--- config.mk ---
export PLATFORM = sky130hd
export DESIGN_NAME = ld_st_unit
export DESIGN_NICKNAME = d
export VERILOG_FILES = /design/src/rtl/ld_st_unit.sv
export SDC_FILE = /design/constraint.sdc
export NUM_CORES = 2
export LEC_CHECK = 0
export ABC_AREA = 1
export ABC_CLOCK_PERIOD_IN_PS = 5100
export BUFFER_PORTS_ARGS = -buffer_cell sky130_fd_sc_hd__buf_2
export CORE_ASPECT_RATIO = 1.2
export CORE_MARGIN = 3
export CORE_UTILIZATION = 35
export CTS_BUF_LIST = sky130_fd_sc_hd__clkbuf_8
export CTS_CLUSTER_DIAMETER = 40
export DETAILED_ROUTE_END_ITERATION = 10
export PLACE_DENSITY = 0.55
export SYNTH_ARGS = -nofsm -noshare
export SYNTH_HDL_FRONTEND = slang
export SYNTH_SLANG_ARGS = --single-unit
--- constraint.sdc ---
create_clock -name clk -period 5.1 [get_ports clk]
set_input_delay 0.51 -clock clk [delete_from_list [all_inputs] [get_ports clk]]
set_output_delay 0.51 -clock clk [all_outputs]
set_load 0.01 [all_outputs]
--- src/rtl/ld_st_unit.sv ---
// Load/store unit: IDLE -> ACCESS (WAIT_STATES cycles) -> WB over an 8-bit data memory.
// Optional macro LSU_RSVD_REG_CHECK_EN rejects loads targeting registers 14/15 with a one-cycle err pulse.
module ld_st_unit #(
  parameter int WAIT_STATES = 2,
  parameter int DEPTH       = 256
) (
  input  logic       clk,
  input  logic       rst_n,
  input  logic       start,
  input  logic       is_store,
  input  logic [7:0] addr,
  input  logic [7:0] st_data,
  input  logic [3:0] dst_reg,
  output logic       busy,
  output logic       done,
  output logic       err,
  output logic       rf_we,
  output logic [3:0] rf_ptr_w,
  output logic [7:0] rf_di
);

  localparam int AW = (DEPTH > 1) ? $clog2(DEPTH) : 1;

  typedef enum logic [1:0] {
    IDLE   = 2'd0,
    ACCESS = 2'd1,
    WB     = 2'd2
  } state_e;

  state_e        r_state;
  state_e        w_state_nxt;
  logic [2:0]    r_cnt;
  logic          r_is_store;
  logic [7:0]    r_addr;
  logic [7:0]    r_st_data;
  logic [3:0]    r_dst_reg;
  logic          w_accept;
  logic          w_rsvd;
  logic [AW-1:0] w_idx;
  logic [7:0]    r_mem [DEPTH];

  // Upper address bits beyond the memory size are dropped, so accesses wrap.
  assign w_idx = AW'(r_addr);

`ifdef LSU_RSVD_REG_CHECK_EN
  logic r_err;

  assign w_rsvd = !is_store && (dst_reg >= 4'd14);

  always_ff @(posedge clk or negedge rst_n) begin
    if (!rst_n) r_err <= 1'b0;
    else        r_err <= (r_state == IDLE) && start && w_rsvd;
  end

  assign err = r_err;
`else
  assign w_rsvd = 1'b0;
  assign err    = 1'b0;
`endif

  always_comb begin
    // NOTE: every output of this block gets a default first, so no path leaves a latch behind.
    w_state_nxt = r_state;
    w_accept    = 1'b0;
    unique case (r_state)
      IDLE: begin
        if (start && !w_rsvd) begin
          w_accept    = 1'b1;
          w_state_nxt = (WAIT_STATES > 0) ? ACCESS : WB;
        end
      end
      ACCESS:  if (r_cnt == 3'd0) w_state_nxt = WB;
      WB:      w_state_nxt = IDLE;
      default: w_state_nxt = IDLE;
    endcase

    busy     = (r_state != IDLE);
    done     = (r_state == WB);
    rf_we    = done && !r_is_store;
    rf_ptr_w = rf_we ? r_dst_reg : 4'd0;
    rf_di    = rf_we ? r_mem[w_idx] : 8'd0;
  end

  always_ff @(posedge clk or negedge rst_n) begin
    // NOTE: state uses non-blocking assignments so every flop samples pre-edge values.
    if (!rst_n) begin
      r_state    <= IDLE;
      r_cnt      <= 3'd0;
      r_is_store <= 1'b0;
      r_addr     <= 8'd0;
      r_st_data  <= 8'd0;
      r_dst_reg  <= 4'd0;
    end else begin
      r_state <= w_state_nxt;
      if (w_accept) begin
        r_is_store <= is_store;
        r_addr     <= addr;
        r_st_data  <= st_data;
        r_dst_reg  <= dst_reg;
        r_cnt      <= (WAIT_STATES > 0) ? 3'(WAIT_STATES - 1) : 3'd0;
      end else if ((r_state == ACCESS) && (r_cnt != 3'd0)) begin
        r_cnt <= r_cnt - 3'd1;
      end
    end
  end

  // NOTE: the data memory deliberately has no reset; contents survive rst_n and an
  // aborted store cannot write because reset has already forced the FSM out of WB.
  always_ff @(posedge clk) begin
    if ((r_state == WB) && r_is_store) r_mem[w_idx] <= r_st_data;
  end

endmodule

* After elaboration in Yosys (flattened, before gate mapping)
Memories as Yosys holds them, arrays and structs flattened.
Cells that the tools add are included.
** Cells by class
- Equality and inequality tests :: 4
- Add/sub/neg operators :: 1
- Multiplexer cells :: 11
- Reduce and logical (&&, ||, !) cells :: 10
** Operators by type and width (number)
- $mux W8 :: 1
- $mux W3 :: 2
- $mux W1 :: 4
- $mux W2 :: 2
- $mux W4 :: 1
- $ne A2 B2 Y1 const B :: 2
- $pmux W2 S2 :: 1
- $reduce_bool A2 Y1 :: 2
- $logic_and A1 B1 Y1 :: 3
- $logic_not A3 Y1 :: 1
- $reduce_bool A3 Y1 :: 1
- $sub A3 B1 Y3 const B :: 1
- $eq A2 B1 Y1 const B :: 1
- $eq A2 B2 Y1 const B :: 1
- $logic_not A2 Y1 :: 1
- $reduce_and A2 Y1 :: 1
- $logic_not A1 Y1 :: 1
** Storage, ports and cells
- Output and inout bits :: 16
- Bits in writable memories :: 2048
- Flip-flop bits (word level) :: 26
- Input port bits :: 24
- Memories kept :: 1
- Logic and storage cells :: 33
** Memory list
- r_mem :: words 256, bits a word 8, rd ports 1, clocked after Yosys merged registers in 0, write ports 1, line 40 : logic [7:0] r_mem [DEPTH];

* Logic depth before layout (Yosys ltp)
- Depth after elaboration :: 4
- Depth in mapped cells :: 18
- Depth with buffers taken out :: 15

* Worst setup path after synthesis
Ideal clock, no wire load.
- Path kind :: register to register
- From :: register r_st_data[0]
- To :: memory r_mem[0][0] (data pin)
- Period minus slack after synthesis :: 3982 ps
- Path slack :: 1118 ps
- Setup time :: 803 ps
- Data arrival time :: 3179 ps
- Data required time :: 4297 ps
- Stages on the path, launching flop included :: 1
- Path buffers :: 0
- Path through :: dfrtp_1
** RTL lines
- start, declared :: line 35 : logic [7:0] r_st_data;
- start signal, assigned :: line 98 : r_st_data <= st_data;
- end, declared :: line 40
Straight into the memory's write port.

* Final worst setup path
- From :: register r_addr[1]
- To :: output rf_di[0]
** On the way
- Longest elaborated chain between the ends :: 2
** Ends and longest elaborated chain
- start, declared :: line 34 : logic [7:0] r_addr;
- start signal, assigned :: line 97 : r_addr <= addr;
- $mem_v2 Z256 W8
- $mux W8 :: line 81 : rf_di = rf_we ? r_mem[w_idx] : 8'd0;
- end, declared :: line 19 : output logic [7:0] rf_di
Every way passes these cells.

==> key figures <==
Global route
  • Most utilized layer in the global route result: met2
  • All-Layer GR Usage: 19.2%
  • GRT Residual Overflow: 0
  • Initial antenna violation count: 6
  • Vias in the first global route: 58009
  • Met3 Usage GRT: 2.67%
  • Met1 demand-to-capacity share in global routing: 24.3%
  • Maximum number of pins on one net before global-route repair: 187
  • Global-route wire length before repair: 370000 um
  • Met2 usage in global routing: 33.2%

Floorplanning
  • Die width: 460 um
  • Chip Height: 551 um
  • Overall die area: 254000 um2
  • Placeable core area: 246000 um2
  • Number of cell rows: 199
  • Top-Level Pins: 40
  • Initial standard-cell utilization of the core: 35.3%

Yosys
  • Dominant cells by area after synthesis: edfxtp_1 71%, nand2_1 20%, nor2_1 2.7%
  • Mapped Avg Cell Area: 10.5 um2
  • Number of distinct library cells after synthesis: 22
  • Part of the Yosys area used for sequential elements: 71.6%
  • Warnings, synthesis: 0
  • Net count after synthesis: 8300
  • Share of flip-flops with an asynchronous set or reset after synthesis: 1.25%
  • Library cell with the largest summed area after synthesis: edfxtp_1
  • Netlist Area Pre-Place: 86700 um2
  • Number of instances in the synthesized netlist: 8274
  • Most frequent cell after synthesis: nand2_1
  • Post-synth EDFFs: 2048
  • Number of flip-flops and latches in the synthesized netlist: 2074
  • Share of the synthesized area in the top cell type: 70.9%
  • Top cells by instance count after synthesis: 4636 x nand2_1, 2048 x edfxtp_1, 619 x nor2_1
  • Top flip-flop cell by instance count after synthesis: edfxtp_1

Place
  • Worst Setup Slack post-DPL: 0.961 ns
  • Final GP Congestion: 0.870
  • Port Buffers: 38
  • Sum of net half-perimeters after detailed placement: 139000 um
  • Placed cell areas: 90700 um2

Finish
  • Area overhead of the layout relative to synthesis: 12.0%
  • Number of flip-flops in the largest register: 2048
  • Layout Nets: 8405
  • Number of fill cells in the layout: 23557
  • Core occupancy in the finished layout: 39.5%
  • Share of final-layout standard cells stronger than drive strength 1: 7.60%
  • Multi-input combinational cell area: 22300 um2
  • Registers with the most flip-flops: r_mem x2048, r_addr x8, r_st_data x8
  • Sequential cell area: 62200 um2
  • Fin area: 97200 um2
  • Largest reg by FF count: r_mem

Worst setup path
  • Critical-path cell list: inv_8 -> buf_12 -> nand3_1 -> nand4_1 -> nand2_1 -> nand2_1 -> nor2_1 -> nor2_1 -> nor2_1 -> nand2_1 -> nand2_1 -> nand2_1 -> nor2_1 -> nor2_1 -> buf_2
  • Worst path required time: 4.59 ns
  • Top Family by Delay on Critical Path: simple AND/OR/NAND/NOR gates
  • Setup slack, reg-to-reg: 1.15 ns
  • Worst-path cell with the longest stage delay: dfrtp_4
  • Worst flop-to-flop path startpoint: r_addr[0]
  • Capturing element type of the critical path: output port
  • Worst r2r path cells: 6
  • Peak per-stage delay on the critical path: 0.58 ns
  • Worst reg2reg path endpoint: r_mem[165][4]
  • Capture point of the worst path: rf_di[0]
  • Startpoint type of the worst setup path: register
  • Count of buffer and inverter cells on the critical path: 3
  • Maximum fanout encountered on the critical timing path: 118
  • Crit path kind: register to output port
  • Launch point of the worst path: r_addr[1]
  • Logic depth of the worst setup path including buffers: 15
  • Data arrival time of the worst path: 4.46 ns

Timing
  • Actual transition at the worst max-transition pin: 1.16 ns
  • Part of the cycle the worst path needs: 97.4%
  • Hold violation count in the final report: 0
  • Unrepaired setup endpoints after global routing: no
  • Total Neg Setup Slack: 0 ns
  • Maximum clock rate: 201 MHz
  • Fin worst setup slack: 0.134 ns
  • Crit path time final: 4.97 ns
  • Final-report max-slew violation count: 0
  • Worst rel slew slack: 22.5%
  • Final-report setup violation count: 0
  • Clock skew: 0.101 ns

Clocking
  • Max Buffers Root-to-Sink: 4
  • Number of buffers created by CTS: 330
  • Num Clock Sinks: 2074
  • Register clock-pin slew on the reported worst setup and hold paths: 0.07 ns
  • Clock latency at the later pin of the worst-skew pair: 0.95 ns
  • H-tree levels: 5
  • TritonCTS clock tree: built
  • CTS root buf: clkbuf_8

Drt
  • DRC violation count after routing: 0
  • Average wire per cell in the routed design: 21.0 um
  • Number of violations reported at the end of detailed-routing iteration 0: 4907
  • Post-detailed-routing wire length: 248000 um
  • Antenna-violating nets left: 0
  • Number of detailed-route iterations in the first pass: 6
  • Routed vias: 58331
  • Post-DR vias/cell: 4.93

Power
  • Largest voltage drop on the vdd net: 664 uV
  • Pwr Density: 565 nW/um2
  • Leak Pwr: 38.4 nW

Outcome
  • Status: finished, final reports clean

Flow run
  • Max Cap Viol: 0

Worst hold path
  • Type of the most critical hold path: input pin to async pin
==> power by group <==
group | internal (mW) | switching, mW
sequential | 21.4 | 0.735
combinational | 4.58 | 14.5
clock | 7.15 | 6.54
total | 33.2 | 21.7
==> cell families (layout without fill, tap and decap cells) <==
group	count (synthesis)	after routing	share of synthesized area, %
other cells	1	2	0.00432
mux	9	9	0.117
simple gates	5693	5693	25.4
compound gates	14	14	0.0837
flops	2074	2074	71.6
fa+ha+maj	2	2	0.0288
buf+inv	481	820	2.74
==> worst reg2reg max path, delay by kind of cell (launching register included) <==
family / cells / cell delay (ns)
flip-flops: 1 / 0.62
buffers and inverters: 3 / 1.13
AND/OR/NAND/NOR: 3 / 1.80
==> final cells by class <==
cell class                      instances  area share, %
Multi-Input combinational cell       5719           22.9
Timing Repair Buffer                  229           2.45
Antenna cell                            1        0.00258
Tap cell                             3216           4.14
Sequential cell                      2074           64.0
Clock inverter                        222           1.46
Inverter                               25          0.136
Clock buffer                          344           4.87
==> placed cells by master, fill, tap and decap left out, drive strengths merged <==
cell         synthesis  final
clkinv               1    102
bufinv               0     18
mux2                 9      9
nor2               620    620
diode                0      1
buf                310    205
a21oi               12     12
o22ai                2      2
nand3              377    377
edfxtp            2048   2048
clkbuf             146    344
clkinvlp             0     12
conb                 1      1
nand4               56     56
dlygate4sd3          0     22
nor3                 4      4
inv                 24    115
ha                   2      2
dfrtp               26     26
nand2             4636   4636
bufbuf               0      2
==> layer usage <==
metal	vias to the layer above	share of wire (%)
met1	28645	41
met2	1799	50
met5	-	0.011
met3	425	5.6
met4	4	3.7
li1	27458	-
==> per-stage QoR <==
stage / std cells / hold WS [ns] / total power [mW]
2_1_floorplan: 8274 / 0.214 / 34.3
3_3_place_gp: 11238 / 0.467 / 41.4
3_5_place_dp: 11238 / 0.490 / 41.5
4_1_cts: 11828 / 0.102 / 55.3
5_1_grt: 11830 / 0.175 / 57.9
6_report: 11830 / 0.182 / 54.9
==> worst min-delay path by stage <==
stage                      endpoint  cells after the start
after global placement     r_cnt[0]                      2
after CTS                 r_addr[0]                      2
after detailed placement   r_cnt[0]                      2
after floorplan           r_addr[0]                      0
after global routing      r_addr[0]                      2
final                     r_addr[0]                      2
==> what timing repair did <==
item,in CTS,in global routing
gates cloned,2,0
hold buffers,22,0
endpoints found under the hold margin,47,0
setup buffers,0,1
resized for setup,5,3
endpoints found under the setup margin,8,7
(Power assumes the default switching activity.)
